[src/rtl/wb_regfile_pkg.sv]
// Pipeline-wide constants shared by decode, hazard, forwarding and write-back.
package wb_regfile_pkg;
  localparam int unsigned DATA_W   = 32;
  localparam int unsigned NUM_REGS = 32;
  localparam int unsigned ADDR_W   = 5;
  localparam int unsigned ZERO_REG = 0;
endpackage

[src/rtl/wb_regfile_reg_array.sv]
// Architectural storage: one synchronous write port with async clear,
// two combinational read ports; register 0 always reads as zero.
module wb_regfile_reg_array #(
  parameter int unsigned DATA_W   = wb_regfile_pkg::DATA_W,
  parameter int unsigned NUM_REGS = wb_regfile_pkg::NUM_REGS,
  parameter int unsigned ADDR_W   = wb_regfile_pkg::ADDR_W
) (
  input  logic              clk,
  input  logic              reset,
  input  logic              we,
  input  logic [ADDR_W-1:0] waddr,
  input  logic [DATA_W-1:0] wdata,
  input  logic [ADDR_W-1:0] raddr1,
  input  logic [ADDR_W-1:0] raddr2,
  output logic [DATA_W-1:0] rdata1,
  output logic [DATA_W-1:0] rdata2
);
  import wb_regfile_pkg::*;

  logic [DATA_W-1:0] mem [NUM_REGS];

  always_ff @(posedge clk or negedge reset) begin
    if (!reset) begin
      for (int unsigned i = 0; i < NUM_REGS; i++) mem[i] <= '0;
    end else if (we) begin
      mem[waddr] <= wdata;
    end
  end

  always_comb begin
    rdata1 = (raddr1 == ADDR_W'(ZERO_REG)) ? '0 : mem[raddr1];
    rdata2 = (raddr2 == ADDR_W'(ZERO_REG)) ? '0 : mem[raddr2];
  end
endmodule

[src/rtl/wb_regfile.sv]
// Write-back stage: result mux, register file commit with write-first
// bypass on both read ports, and a retired-write counter.
module wb_regfile #(
  parameter int unsigned DATA_W   = wb_regfile_pkg::DATA_W,
  parameter int unsigned NUM_REGS = wb_regfile_pkg::NUM_REGS,
  parameter int unsigned ADDR_W   = wb_regfile_pkg::ADDR_W,
  parameter int unsigned CNT_W    = 32
) (
  input  logic              clk,
  input  logic              reset,
  input  logic              RegWrite,
  input  logic              MemtoReg,
  input  logic [DATA_W-1:0] ReadData,
  input  logic [DATA_W-1:0] ALU,
  input  logic [ADDR_W-1:0] WriteReg,
  input  logic [ADDR_W-1:0] ReadReg1,
  input  logic [ADDR_W-1:0] ReadReg2,
  output logic [DATA_W-1:0] ReadData1,
  output logic [DATA_W-1:0] ReadData2,
  output logic [DATA_W-1:0] WriteData,
  output logic [CNT_W-1:0]  wb_count
);
  import wb_regfile_pkg::*;

  logic              commit;
  logic              byp1, byp2;
  logic [DATA_W-1:0] arr_rd1, arr_rd2;

  assign WriteData = MemtoReg ? ReadData : ALU;
  assign commit    = RegWrite && (WriteReg != ADDR_W'(ZERO_REG));

  // Bypass keyed on commit, so r0 and reset-held cycles never forward.
  assign byp1 = reset && commit && (WriteReg == ReadReg1);
  assign byp2 = reset && commit && (WriteReg == ReadReg2);

  wb_regfile_reg_array #(
    .DATA_W  (DATA_W),
    .NUM_REGS(NUM_REGS),
    .ADDR_W  (ADDR_W)
  ) u_reg_array (
    .clk   (clk),
    .reset (reset),
    .we    (commit),
    .waddr (WriteReg),
    .wdata (WriteData),
    .raddr1(ReadReg1),
    .raddr2(ReadReg2),
    .rdata1(arr_rd1),
    .rdata2(arr_rd2)
  );

  assign ReadData1 = byp1 ? WriteData : arr_rd1;
  assign ReadData2 = byp2 ? WriteData : arr_rd2;

  always_ff @(posedge clk or negedge reset) begin
    if (!reset) begin
      wb_count <= '0;
    end else if (commit) begin
      wb_count <= wb_count + CNT_W'(1);
    end
  end
endmodule

[config.mk]
export PLATFORM = sky130hd
export DESIGN_NAME = wb_regfile
export DESIGN_NICKNAME = d
export VERILOG_FILES = /design/src/rtl/wb_regfile_pkg.sv /design/src/rtl/wb_regfile_reg_array.sv /design/src/rtl/wb_regfile.sv
export SDC_FILE = /design/constraint.sdc
export NUM_CORES = 2
export LEC_CHECK = 0
export CAP_MARGIN = 20
export CORE_ASPECT_RATIO = 1.75
export CORE_MARGIN = 2
export CORE_UTILIZATION = 50
export DETAILED_ROUTE_END_ITERATION = 10
export PLACE_DENSITY_LB_ADDON = 0.15
export SLEW_MARGIN = 5
export SYNTH_ARGS = -nofsm -noshare
export SYNTH_HDL_FRONTEND = slang
export SYNTH_HIERARCHICAL = 1
export SYNTH_SLANG_ARGS = --single-unit
[constraint.sdc]
create_clock -name clk -period 4 [get_ports clk]
set_clock_uncertainty 0.15 [all_clocks]
set_input_delay 0.8 -clock clk [delete_from_list [all_inputs] [get_ports clk]]
set_output_delay 0.8 -clock clk [all_outputs]
set_load 0.05 [all_outputs]
==> impl_results.md <==
* Status: finished, violations left
* Violated checks: setup timing
* Fin Setup TNS at -6.60 ps
* Worst Path Buf+Inv at 5
* I/O pin total at 211
* Largest area contributor in the netlist: dfrtp_1
* Mapped Area at 0.0573 mm2
* CTS HTree Levels at 3
* Ys async rst share at 100%
* Crit Path Max Fanout at 8
* Synth area leaders: dfrtp_1 (46%), mux2_2 (21%), mux4_2 (18%), mux2i_1 (2.9%), mux2_4 (1.6%)
* Least-Margin Pin Slew at 1170 ps
* XOR/XNOR Fraction of Synth Area at 0.627%
* Inserted Clock Buffers at 100
* Die Y at 452 um
* Rows at 164
* Nature of the critical path endpoint: primary output
* Placed cell count at 5486
* R2R setup slack at 1920 ps
* Main combinational cell family by area after synthesis: multiplexers
* Die width at 260 um
* Synth top area share at 46.1%
* Required @ worst endpoint at 3050 ps
* Sequential cell area at 0.0264 mm2
* Mux cell area share after synthesis at 44.0%
* Worst path arrival time at 3050 ps
* Leak pwr at 30.5 nW
* CTS tree: built
* Period utilization at 100%
* Main synth FF type: dfrtp_1
* Pwr/cell area at 481 mW/mm2
* Fin. max-slew vios at 0
* Die ar. at 0.117 mm2
* Vias per Instance at 6.80
* Worst path depth at 10
* Syn Nets at 3862
* DRC at 0
* Design Power at 33.9 mW
* Drt total wl at 202000 um
* Ys Warns at 6
* Commonest non-fill, non-tap cell in the layout: mux2_2
* CP Cell Sequence: buf_16 > buf_12 > buf_16 > mux4_2 > a22o_1 > a2111oi_1 > nor3_1 > buf_4 > mux2_4 > buf_4
* Post-route cell area at 0.0705 mm2
* Wire length per cell at 35.2 um
* HP Class: in2async
* Vias in the first global route at 40.8k
* Tmin final at 4000 ps
* Final worst slack at -4.16 ps
* Synth Area in Simple Gates at 2.13%
* ANT nets after route at 0
* Fraction of layout cells with a size suffix above 1 at 59.2%
* CP startpoint kind: primary input
* Most frequent cells in the layout: mux2_2 (1090), dfrtp_1 (1056), mux4_2 (462)
* Adder-Cell Fraction of Synth Area at 0.0218%
* Final Setup Violations at 2
* Core ar. at 0.114 mm2
* Placer congestion estimate at 0.873
* # hold bufs at CTS at 0
* Initial Util at 50.3%
* Vias at 38.9k
* Crit path launch: ReadReg2[0]
* Post-synth EDFFs at 0
* CP max stage delay at 510 ps
* DPL Wire Length at 127000 um
* Area after DPL at 0.0648 mm2
* Max_cap viols at 0
* Synth Instances at 3778
* Max clock buf depth at 3
* Clock Sinks at 1056
* Reg2reg path depth at 4
* Overflow after GRT at 0
* Nets at 4230
* GRT Overall Usage at 34.4%
* Synth Area in Compound Gates at 3.60%
* Slowest cell on crit path: mux4_2
* Reg2reg end: wb_count[31]
* Multi-input logic area at 0.0303 mm2
* Slew margin rel. at 22.1%
* Synthesized flop and latch total at 1056
* Mapped Avg Cell Area at 15.2 um2
* Count of final hold-check violations at 0
* Drt first-iter violations at 3535
* Crit path to: ReadData2[6]
* Seq/Total Area, Yosys at 46.1%
* Pin count of the biggest net entering global routing at 176
* Worst-skew pair later-pin latency at 730 ps
* FMAX at 250 MHz
* Post-Layout Cell Count at 5723
* R2r startpoint: wb_count[8]
* TritonRoute pass-1 iters at 7
* Maximum VDD drop at 358 uV
* First-pass GRT wire length at 290000 um
* Fill cell count at 8575
* Port Buffers at 210
* Crit Path Category: in2out
* Initial antenna violation count at 1
* Clock transition at path regs at 70 ps
* Area grow syn2layout at 23.0%
* CP top delay family: buffers and inverters
* Clk root buf: clkbuf_16
* Synth cell types at 50
-- power by group --
part,switching [mW],leakage (nW),internal (mW)
clock,4.34,1.74,5.91
combinational,3.87,15.2,5.15
sequential,1.74,13.5,12.9
-- Yosys cell counts, drive strengths merged, types with 2 or more instances --
library cell / number
and3: 7
o221ai: 4
a22oi: 16
nand2b: 5
a21oi: 8
a221oi: 2
or2: 5
nand3b: 4
nand3: 13
nand4: 11
and4: 7
or3: 2
mux2i: 164
a2111oi: 60
o22ai: 110
a211oi: 4
nand2: 34
and2: 3
nor3b: 6
nor2b: 9
or3b: 3
and4b: 2
buf: 207
nor4: 15
nor2: 28
xnor2: 12
a32o: 4
dfrtp: 1056
a22o: 58
clkbuf: 193
nor4b: 2
inv: 8
mux4: 462
nor3: 69
mux2: 1151
xor2: 29
-- worst min-delay path by stage --
stage	from	endpoint	slack, ps	cells past startpoint
2_1_floorplan	u_reg_array/mem[831]	u_reg_array/mem[831]	340	1
5_1_grt	reset	u_reg_array/mem[915]	100	2
3_5_place_dp	wb_count[31]	wb_count[31]	320	1
3_3_place_gp	wb_count[31]	wb_count[31]	310	1
6_report	reset	u_reg_array/mem[883]	40	2
4_1_cts	reset	u_reg_array/mem[1011]	30	2
-- per-stage QoR --
step	hold WS, ps	worst slack, ps	utilization, %
after floorplan	341	250	-
after global placement	309	-729	56.9
after detailed placement	323	-703	56.9
after CTS	34.4	-32.6	61.0
after global routing	98.8	-86.8	61.9
final	40.2	-4.16	61.9
-- kinds of logic (layout without fill, tap and decap cells) --
kind of cell,count (synthesis),after routing
multiplexers,1777,1777
flip-flops,1056,1056
buffers and inverters,408,858
AO/OA/AOI/OAI,269,269
AND/OR/NAND/NOR,226,226
XOR/XNOR,41,41
adder cells (fa/ha/maj),1,1
other,0,1
-- state kept, by name (all words and copies together) (netlist names) --
name and flops:
wb_count 32, u_reg_array/mem 1024
-- what timing repair did --
item                       in CTS  in global routing
resized for setup             172                 90
setup endpoints to repair      64                 55
pin swaps                      23                 28
gates cloned                    7                  5
buffers inserted               17                 26
-- metal layers --
metal | wire length [um] | track usage (%)
met3 | 14100 | 5.03
met2 | 99900 | 56.5
met1 | 75600 | 44.2
met4 | 12100 | 18.4
met5 | 0 | 0
-- final cells by class --
cell class | count | share of cell area, %
well taps | 1494 | 2.65
repair buffers | 666 | 11.8
diodes | 1 | 0.00355
multi-input cells | 2314 | 43.0
flip-flops and latches | 1056 | 37.5
clock buffers | 148 | 4.33
clock inverters | 36 | 0.629
inverters | 8 | 0.0426
Power figures use the tool's default switching activity.
